===== src/rtl/countdown_display.sv =====
// countdown_display: binary-to-BCD conversion (sequential double-dabble)
// feeding a 3-digit multiplexed 7-segment scan.
// Optional build macro COUNTDOWN_DISPLAY_LZB_EN enables leading-zero blanking.
module countdown_display #(
    parameter int unsigned SCAN_DIV = 4
) (
    input  logic       clk,
    input  logic       clr,
    input  logic [7:0] count,
    input  logic       blank_n,
    input  logic       test_n,
    output logic [6:0] seg,
    output logic [2:0] dig_en,
    output logic       busy
);

    typedef enum logic [1:0] {
        IDLE,
        SHIFT,
        COMMIT
    } conv_state_t;

    localparam logic [7:0] DIV_LAST = 8'(SCAN_DIV - 1);

    conv_state_t state;
    logic [19:0] shreg;
    logic [19:0] shreg_adj;
    logic [2:0]  bit_cnt;
    logic [7:0]  last_val;
    logic [3:0]  bcd_h;
    logic [3:0]  bcd_t;
    logic [3:0]  bcd_o;
    logic [7:0]  div_cnt;
    logic [1:0]  idx;
    logic [3:0]  digit;
    logic [2:0]  onehot;
    logic [6:0]  seg_norm;

    function automatic logic [6:0] decode(input logic [3:0] d);
        case (d)
            4'd0:    decode = 7'h3F;
            4'd1:    decode = 7'h06;
            4'd2:    decode = 7'h5B;
            4'd3:    decode = 7'h4F;
            4'd4:    decode = 7'h66;
            4'd5:    decode = 7'h6D;
            4'd6:    decode = 7'h7D;
            4'd7:    decode = 7'h07;
            4'd8:    decode = 7'h7F;
            4'd9:    decode = 7'h6F;
            default: decode = 7'h00;
        endcase
    endfunction

    // Double-dabble add-3 correction on each BCD nibble before the shift
    always_comb begin
        shreg_adj = shreg;
        for (int unsigned i = 0; i < 3; i++) begin
            if (shreg[8 + 4*i +: 4] >= 4'd5)
                shreg_adj[8 + 4*i +: 4] = shreg[8 + 4*i +: 4] + 4'd3;
        end
    end

    // Conversion FSM: start on a new count, 8 shift steps, then commit digits
    always_ff @(posedge clk or negedge clr) begin
        if (!clr) begin
            state    <= IDLE;
            shreg    <= '0;
            bit_cnt  <= '0;
            last_val <= '0;
            bcd_h    <= '0;
            bcd_t    <= '0;
            bcd_o    <= '0;
            busy     <= 1'b0;
        end else begin
            case (state)
                IDLE: begin
                    if (count != last_val) begin
                        shreg    <= {12'b0, count};
                        last_val <= count;
                        bit_cnt  <= '0;
                        busy     <= 1'b1;
                        state    <= SHIFT;
                    end
                end
                SHIFT: begin
                    shreg   <= {shreg_adj[18:0], 1'b0};
                    bit_cnt <= bit_cnt + 3'd1;
                    if (bit_cnt == 3'd7)
                        state <= COMMIT;
                end
                COMMIT: begin
                    bcd_h <= shreg[19:16];
                    bcd_t <= shreg[15:12];
                    bcd_o <= shreg[11:8];
                    busy  <= 1'b0;
                    state <= IDLE;
                end
                default: state <= IDLE;
            endcase
        end
    end

    // Scan divider and round-robin digit index 0->1->2->0
    always_ff @(posedge clk or negedge clr) begin
        if (!clr) begin
            div_cnt <= '0;
            idx     <= '0;
        end else if (div_cnt == DIV_LAST) begin
            div_cnt <= '0;
            idx     <= (idx == 2'd2) ? 2'd0 : idx + 2'd1;
        end else begin
            div_cnt <= div_cnt + 8'd1;
        end
    end

    // Digit selection and decode for the currently scanned position
    always_comb begin
        digit  = bcd_o;
        onehot = 3'b001;
        case (idx)
            2'd1: begin
                digit  = bcd_t;
                onehot = 3'b010;
            end
            2'd2: begin
                digit  = bcd_h;
                onehot = 3'b100;
            end
            default: begin
                digit  = bcd_o;
                onehot = 3'b001;
            end
        endcase
        seg_norm = decode(digit);
`ifdef COUNTDOWN_DISPLAY_LZB_EN
        if (idx == 2'd2 && bcd_h == 4'd0)
            seg_norm = '0;
        if (idx == 2'd1 && bcd_h == 4'd0 && bcd_t == 4'd0)
            seg_norm = '0;
`endif
    end

    // Registered outputs: blank beats lamp test beats normal display
    always_ff @(posedge clk or negedge clr) begin
        if (!clr) begin
            seg    <= '0;
            dig_en <= '0;
        end else if (!blank_n) begin
            seg    <= '0;
            dig_en <= '0;
        end else if (!test_n) begin
            seg    <= 7'h7F;
            dig_en <= onehot;
        end else begin
            seg    <= seg_norm;
            dig_en <= onehot;
        end
    end

endmodule


===== config.mk =====
export PLATFORM = sky130hd
export DESIGN_NAME = countdown_display
export DESIGN_NICKNAME = d
export VERILOG_FILES = /design/src/rtl/countdown_display.sv
export SDC_FILE = /design/constraint.sdc
export NUM_CORES = 1
export LEC_CHECK = 0
export ABC_AREA = 1
export CELL_PAD_IN_SITES_DETAIL_PLACEMENT = 0
export CELL_PAD_IN_SITES_GLOBAL_PLACEMENT = 1
export CORE_MARGIN = 2
export CORE_UTILIZATION = 48
export DETAILED_ROUTE_END_ITERATION = 7
export PLACE_DENSITY_LB_ADDON = 0.1
export SLEW_MARGIN = 5
export SYNTH_ARGS = -nofsm -noshare
export SYNTH_HDL_FRONTEND = slang
export SYNTH_SLANG_ARGS = --single-unit

===== constraint.sdc =====
create_clock -name clk -period 5.8 [get_ports clk]
set_input_delay 1.16 -clock clk [delete_from_list [all_inputs] [get_ports clk]]
set_output_delay 1.16 -clock clk [all_outputs]
set_load 0.02 [all_outputs]

==> results of run 1 <==
==> stage by stage <==
stage          total power, mW  setup slack, ns  util [%]  cells  instance area, um2
4_1_cts                   1.95             3.11      57.3    531                3890
3_5_place_dp              1.48             2.75      53.8    515                3650
2_1_floorplan             1.29             3.70         -    406                3360
5_1_grt                   2.12             2.93      57.3    531                3890
6_report                  1.93             3.10      57.3    531                3890
3_3_place_gp              1.46             2.73      53.8    515                3650
==> final cells by class <==
class	count	area [um2]	area share (%)
multi-input combinational	275	1450	37.1
clock buffer	9	124	3.18
clock inverter	7	118	3.02
inverter	53	199	5.11
timing repair buffer	25	238	6.10
tap	96	120	3.08
sequential	66	1650	42.4
==> state kept, by name, summed over array words and instances, names as in the netlist <==
| register | count |
|---|---|
| last_val | 8 |
| shreg | 20 |
| bit_cnt | 3 |
| bcd_o | 4 |
| idx | 2 |
| bcd_h | 4 |
| seg | 7 |
| busy | 1 |
| bcd_t | 4 |
| div_cnt | 8 |
| dig_en | 3 |
| state | 2 |
==> worst min-delay path: stages (launching register included) <==
cell and delay, ns:
sky130_fd_sc_hd__dfrtp_1 0.34, sky130_fd_sc_hd__nand2_1 0.05, sky130_fd_sc_hd__o21ai_0 0.06
==> power by group through the flow <==
stage	Sequential, mW	Clock [mW]	Combinational [mW]
finish	0.730	0.469	0.735
global route	0.752	0.497	0.871
CTS	0.731	0.476	0.745
detailed placement	0.738	0	0.741
global placement	0.736	0	0.726
floorplan	0.729	0	0.566
==> cells in the final DEF (no fill, tap or decap) <==
cell / n
sky130_fd_sc_hd__nand2_4: 2
sky130_fd_sc_hd__nand3_1: 34
sky130_fd_sc_hd__nor3_1: 1
sky130_fd_sc_hd__ha_1: 19
sky130_fd_sc_hd__nand4_1: 1
sky130_fd_sc_hd__clkdlybuf4s50_1: 21
sky130_fd_sc_hd__xnor2_1: 6
sky130_fd_sc_hd__nand2_1: 115
sky130_fd_sc_hd__xor2_1: 4
sky130_fd_sc_hd__nor2_1: 22
sky130_fd_sc_hd__clkbuf_8: 9
sky130_fd_sc_hd__dfrtp_1: 66
sky130_fd_sc_hd__o21ai_0: 44
sky130_fd_sc_hd__clkinvlp_4: 3
sky130_fd_sc_hd__or2_2: 2
sky130_fd_sc_hd__o21ai_2: 2
sky130_fd_sc_hd__nand3b_1: 3
sky130_fd_sc_hd__clkinv_2: 1
sky130_fd_sc_hd__nand2_2: 1
sky130_fd_sc_hd__inv_2: 2
sky130_fd_sc_hd__buf_2: 1
sky130_fd_sc_hd__buf_4: 3
sky130_fd_sc_hd__nor4_2: 1
sky130_fd_sc_hd__inv_1: 51
sky130_fd_sc_hd__or2_4: 1
sky130_fd_sc_hd__a21oi_1: 15
sky130_fd_sc_hd__bufinv_16: 3
sky130_fd_sc_hd__a21oi_2: 1
sky130_fd_sc_hd__nand3_4: 1
==> path summary, 6_finish.rpt <==
kind	startpoint	end
worst max register to register	idx[0]$_DFFE_PN0N_	seg[3]$_DFF_PN0_
worst min-delay path	bcd_o[3]$_DFFE_PN0P_	bcd_o[3]$_DFFE_PN0P_
worst max-delay path	count[3]	shreg[3]$_DFFE_PN0P_
min in group asynchronous	clr	seg[5]$_DFF_PN0_
worst min register to register	bcd_o[3]$_DFFE_PN0P_	bcd_o[3]$_DFFE_PN0P_
max in group asynchronous	clr	last_val[4]$_DFFE_PN0P_
==> cells by family (layout without fill, tap and decap cells) <==
| kind of cell | after synthesis | count (layout) | synth area share [%] |
|---|---|---|---|
| XOR/XNOR | 10 | 10 | 2.61 |
| AND/OR/NAND/NOR | 184 | 184 | 23.7 |
| buffers and inverters | 65 | 94 | 7.89 |
| AO/OA/AOI/OAI | 62 | 62 | 9.56 |
| adder cells (fa/ha/maj) | 19 | 19 | 7.07 |
| flip-flops | 66 | 66 | 49.1 |
==> layer usage <==
metal	track usage, %	vias up	share of wire [%]
met5	0	-	0
met4	8.39	0	2.1
met3	3.77	12	2.4
met2	29.6	29	48
met1	23.5	1183	48
li1	-	1327	-
==> flow_metrics.py, run 1 <==
metrics = {
    "global_route": {
        "grt_start_max_net_pins": 67,
        "first_pass_grt_wire_length_um": 11000,
        "number_of_antenna_violations_at_the_first_check_in_global_routing": 0,
        "globalRouteTotalUtil_pct": 18.2,
        "grt_overflow_total": 0,
        "grt_pass1_vias": 2523,
    },
    "power_and_ir_drop": {
        "power.ir.vdd_worst_mv": 0.295,
        "switchingPower_mw": 0.744,
        "seq_power_share_pct": 37.8,
        "intPower_mw": 1.19,
        "power.density_nw_per_um2": 496,
        "combPwrFrac_pct": 38.0,
        "power_switching_share_pct": 38.5,
        "power.share.clock_pct": 24.2,
        "static-leakage-power_nw": 1.97,
    },
    "setup_path": {
        "endpoint_kind": "flip-flop",
        "worst_path_most_repeated_cell": "sky130_fd_sc_hd__nand2_1",
        "critical_path_cell_count": 10,
        "worst_setup_path_start_kind": "primary input",
        "worstPathArrival_ns": 2.94,
        "rr_worst_depth": 9,
        "crit_slowest_cell": "sky130_fd_sc_hd__clkdlybuf4s50_1",
        "path_buf_inv": 2,
        "worst-r2r-setup-slack_ns": 3.29,
        "required_ns": 6.04,
        "worstPathCellList": "clkdlybuf4s50_1 -> xnor2_1 -> nand2_1 -> nor2_1 -> nand2_1 -> nand2_1 -> buf_4 -> nand2_1 -> nand2_1 -> nand2_1",
        "critPathMaxFanout": 41,
        "slowest_delay_ns": 0.52,
        "critical-path-top-delay-family": "buffers and inverters",
        "timing.setup.critical_path_class": "primary input to flip-flop",
    },
    "synthesis": {
        "synth.yosys.seq_area_share_pct": 49.1,
        "synth_top_cell_area_share_pct": 49.1,
        "synth_cell_types": 27,
        "synth_enable_flop_cells": 0,
        "synth_area_per_cell_um2": 8.28,
        "yosysTopAreaCell": "sky130_fd_sc_hd__dfrtp_1",
        "yosys_most_used_dff": "sky130_fd_sc_hd__dfrtp_1",
        "most_repeated_cell_in_the_gate_level_netlist_after_synthesis": "sky130_fd_sc_hd__nand2_1",
        "async_flop_share_pct": 100,
        "syn-cell-area_um2": 3360,
        "yosys-top-cells-area": "sky130_fd_sc_hd__dfrtp_1 (49%), sky130_fd_sc_hd__nand2_1 (13%), sky130_fd_sc_hd__ha_1 (7.1%), sky130_fd_sc_hd__o21ai_0 (6.6%), sky130_fd_sc_hd__inv_1 (5.7%)",
        "synth.net_count": 437,
        "number_of_synthesis_warnings": 0,
        "flops_latches_synth": 66,
        "ys_top_cells_by_count": "sky130_fd_sc_hd__nand2_1 (115), sky130_fd_sc_hd__dfrtp_1 (66), sky130_fd_sc_hd__inv_1 (51)",
        "cell_count_after_synthesis": 406,
    },
    "timing": {
        "finalSetupTns_ns": 0,
        "slew_viol_final": 0,
        "min_period_over_period_pct": 46.5,
        "hold_violation_total_from_the_final_report": 0,
        "unrepaired_setup_endpoints_after_global_routing": "false",
        "timing.final.setup_violations": 0,
        "relSlewSlack_pct": 45.5,
        "final.hold.worst_slack_ns": 0.483,
        "final_period_minus_worst_setup_slack_ns": 2.70,
        "worst-slew-pin-transition_ns": 0.818,
        "max_clock_freq_mhz": 371,
        "worst_clock_skew_ns": 0.00992,
    },
    "routing": {
        "routed_wire_length_per_instance_um": 11.5,
        "num_vias": 2551,
        "vias_per_std_cell": 4.80,
        "drt_drc_violations_left": 0,
        "ant_nets": 0,
        "drt-pass1-iter-count": 4,
        "drt_iter0_drc": 94,
        "route.final.wire_length_um": 6100,
    },
    "die": {
        "core_um2": 6790,
        "dieWidth_um": 87.7,
        "initial_core_util_pct": 49.5,
        "floorplan.die_area_um2": 7690,
        "row_count": 30,
        "ioPinCount": 23,
        "die-height_um": 87.7,
    },
    "cts": {
        "setup_buffers_after_cts": 0,
        "cts_tree": "done",
        "cts_bufs_inserted": 9,
        "cts_root_buf": "sky130_fd_sc_hd__clkbuf_8",
        "ctsLongestPathBuffers": 2,
        "cts.sink_count": 66,
        "cts_resized": 0,
        "clkSlewWorstSetupHoldPaths_ns": 0.07,
        "clk-insertion-delay-late_ns": 0.35,
        "ctsHtreeMaxLevel": 3,
        "cts_hold_repair.buffers": 0,
    },
    "place": {
        "gp_congestion": 0.781,
        "dp_hpwl_um": 4100,
        "number_of_buffers_added_on_ports": 22,
    },
    "hold_path": {
        "worstHoldPathType": "flip-flop to flip-flop",
        "hold_depth": 2,
    },
    "final_layout": {
        "final_layout_size_suffix_gt1_share_pct": 7.59,
        "area.growth.synth_to_final_pct": 15.9,
        "final_net_count": 461,
        "antenna-diode-count": 0,
        "nFillCells": 599,
    },
    "outcome": {
        "run_status": "completed",
    },
    "job": {
        "cap_viol_max_count": 0,
    },
}
(Power assumes the default switching activity.)
==> run 2, diff against run 1 <==
--- a/config.mk
+++ b/config.mk
@@ -9,7 +9,7 @@
 export CELL_PAD_IN_SITES_DETAIL_PLACEMENT = 0
 export CELL_PAD_IN_SITES_GLOBAL_PLACEMENT = 1
 export CORE_MARGIN = 2
-export CORE_UTILIZATION = 48
+export CORE_UTILIZATION = 40
 export DETAILED_ROUTE_END_ITERATION = 7
 export PLACE_DENSITY_LB_ADDON = 0.1
 export SLEW_MARGIN = 5
==> constraint.sdc (replaced) <==
create_clock -name clk -period 2.3 [get_ports clk]
set_input_delay 0.46 -clock clk [delete_from_list [all_inputs] [get_ports clk]]
set_output_delay 0.46 -clock clk [all_outputs]
set_load 0.02 [all_outputs]
==> run 2 against run 1 <==
Register-to-register slack worse by 3.0 ns. Sequential cell count unchanged. First-iteration DRC count up 11%. Die area up 19%. Critical path type is now flip-flop to flip-flop. Wire length up 1.3%.
==> flow_metrics.py, run 2 (same netlist as run 1, synthesis figures left out) <==
metrics = {
    "setup_path": {
        "required_ns": 2.57,
        "worst_setup_path_start_kind": "flip-flop",
        "timing.setup.critical_path_class": "flip-flop to flip-flop",
        "critPathMaxFanout": 10,
        "worstPathArrival_ns": 2.31,
        "endpoint_kind": "flip-flop",
    },
    "timing": {
        "max_clock_freq_mhz": 491,
        "final_critical_path_setup_slack_ns": 0.261,
        "unrepaired_setup_endpoints_after_global_routing": "false",
        "worst-slew-pin-transition_ns": 0.648,
        "min_period_over_period_pct": 88.6,
        "timing.final.setup_violations": 0,
        "worst_clock_skew_ns": 0.00754,
        "finalSetupTns_ns": 0,
        "final_period_minus_worst_setup_slack_ns": 2.04,
        "slew_viol_final": 0,
        "relSlewSlack_pct": 56.7,
        "final.hold.worst_slack_ns": 0.110,
        "hold_violation_total_from_the_final_report": 0,
    },
    "cts": {
        "clk-insertion-delay-late_ns": 0.34,
        "cts_hold_repair.buffers": 0,
        "cts_resized": 0,
        "clkSlewWorstSetupHoldPaths_ns": 0.08,
        "cts_bufs_inserted": 9,
        "cts_root_buf": "sky130_fd_sc_hd__clkbuf_8",
        "setup_buffers_after_cts": 0,
        "ctsHtreeMaxLevel": 3,
        "ctsLongestPathBuffers": 2,
        "cts.sink_count": 66,
        "cts_tree": "done",
    },
    "job": {
        "cap_viol_max_count": 0,
    },
    "power_and_ir_drop": {
        "combPwrFrac_pct": 39.3,
        "seq_power_share_pct": 37.8,
        "intPower_mw": 2.97,
        "switchingPower_mw": 1.89,
        "power.share.clock_pct": 22.9,
        "power_switching_share_pct": 38.8,
        "static-leakage-power_nw": 2.00,
        "power.ir.vdd_worst_mv": 0.534,
        "power.density_nw_per_um2": 1230,
        "post-layout-total-power_mw": 4.86,
    },
    "die": {
        "dieWidth_um": 95.7,
        "core_um2": 8180,
        "row_count": 33,
        "die-height_um": 95.7,
        "ioPinCount": 23,
        "floorplan.die_area_um2": 9150,
        "initial_core_util_pct": 41.1,
    },
    "place": {
        "dpl_worst_slack_ns": 0.173,
        "cell_area_reported_after_detailed_placement_um2": 3710,
        "gp_congestion": 0.814,
        "dp_hpwl_um": 4280,
        "number_of_buffers_added_on_ports": 22,
    },
    "final_layout": {
        "area.growth.synth_to_final_pct": 17.3,
        "max_flop_register": "shreg",
        "antenna-diode-count": 0,
        "final_cell_mix": "sky130_fd_sc_hd__nand2_1 (115), sky130_fd_sc_hd__dfrtp_1 (66), sky130_fd_sc_hd__inv_1 (51), sky130_fd_sc_hd__o21ai_0 (44), sky130_fd_sc_hd__nand3_1 (34)",
        "largest_registers": "shreg x20, div_cnt x8, last_val x8",
        "nFillCells": 835,
        "largest_register_ffs": 20,
        "final_net_count": 464,
        "final_common_cell": "sky130_fd_sc_hd__nand2_1",
        "final_layout_size_suffix_gt1_share_pct": 8.45,
        "post_layout_inst_area_um2": 3940,
    },
    "routing": {
        "routed_wire_length_per_instance_um": 11.4,
        "drt_drc_violations_left": 0,
        "route.final.wire_length_um": 6170,
        "drt_iter0_drc": 104,
        "vias_per_std_cell": 4.66,
        "num_vias": 2530,
        "drt-pass1-iter-count": 4,
        "ant_nets": 0,
    },
    "global_route": {
        "grt_pass1_vias": 2506,
        "first_pass_grt_wire_length_um": 11200,
        "number_of_antenna_violations_at_the_first_check_in_global_routing": 0,
        "globalRouteTotalUtil_pct": 15.7,
        "grt_overflow_total": 0,
        "grt_start_max_net_pins": 67,
    },
    "outcome": {
        "run_status": "completed",
    },
    "hold_path": {
        "worstHoldPathType": "primary input to asynchronous set/reset pin",
    },
}
==> run 2: power by group through the flow <==
stage               Sequential [mW]  Clock, mW  Combinational (mW)
floorplan                      1.84          0                1.43
global placement               1.86          0                1.92
detailed placement             1.86          0                1.94
CTS                            1.84       1.15                1.95
global route                   1.88       1.19                2.26
finish                         1.84       1.11                1.91
==> run 2: final timing paths <==
path | startpoint | endpoint | slack, ns | depth (start not counted)
max | idx[0]$_DFFE_PN0N_ | seg[3]$_DFF_PN0_ | 0.26 | 10
min | clr | last_val[1]$_DFFE_PN0P_ | 0.11 | 2
max reg2reg | idx[0]$_DFFE_PN0N_ | seg[3]$_DFF_PN0_ | 0.26 | 10
min reg2reg | bcd_o[0]$_DFFE_PN0P_ | bcd_o[0]$_DFFE_PN0P_ | 0.49 | 2
max in group asynchronous | clr | shreg[9]$_DFFE_PN0P_ | 1.88 | 2
min in group clk | bcd_o[0]$_DFFE_PN0P_ | bcd_o[0]$_DFFE_PN0P_ | 0.49 | 2
==> run 2: area by class of cell <==
type | count | area, um2 | share of cell area (%)
Clock buffer | 10 | 138 | 3.49
Clock inverter | 6 | 90.1 | 2.28
Inverter | 53 | 199 | 5.05
Multi-Input combinational cell | 275 | 1450 | 36.7
Sequential cell | 66 | 1650 | 41.9
Tap cell | 105 | 131 | 3.33
Timing Repair Buffer | 28 | 285 | 7.24
==> run 2: metrics by stage <==
| step | std cells | util (%) |
|---|---|---|
| after global placement | 527 | 45.4 |
| final | 543 | 48.2 |
| after global routing | 543 | 48.2 |
| after CTS | 543 | 48.2 |
| after detailed placement | 527 | 45.4 |
| after floorplan | 406 | - |
==> run 2: worst max-delay path, stage by stage (launching register included) <==
cell	delay, ns
sky130_fd_sc_hd__dfrtp_1	0.39
sky130_fd_sc_hd__inv_1	0.09
sky130_fd_sc_hd__ha_2	0.44
sky130_fd_sc_hd__nand3_1	0.10
sky130_fd_sc_hd__o21ai_0	0.11
sky130_fd_sc_hd__inv_1	0.12
sky130_fd_sc_hd__ha_1	0.29
sky130_fd_sc_hd__nand3_1	0.10
sky130_fd_sc_hd__a21oi_1	0.19
sky130_fd_sc_hd__nor2_1	0.06
sky130_fd_sc_hd__nor2_1	0.08
==> run 2: routing by layer <==
layer | GRT usage (%) | part of all wire, % | up-vias
li1 | - | - | 1341
met1 | 19.9 | 50 | 1157
met2 | 25.6 | 45 | 22
met3 | 3.32 | 2.3 | 10
met4 | 7.50 | 2.1 | 0
met5 | 0 | 0 | -
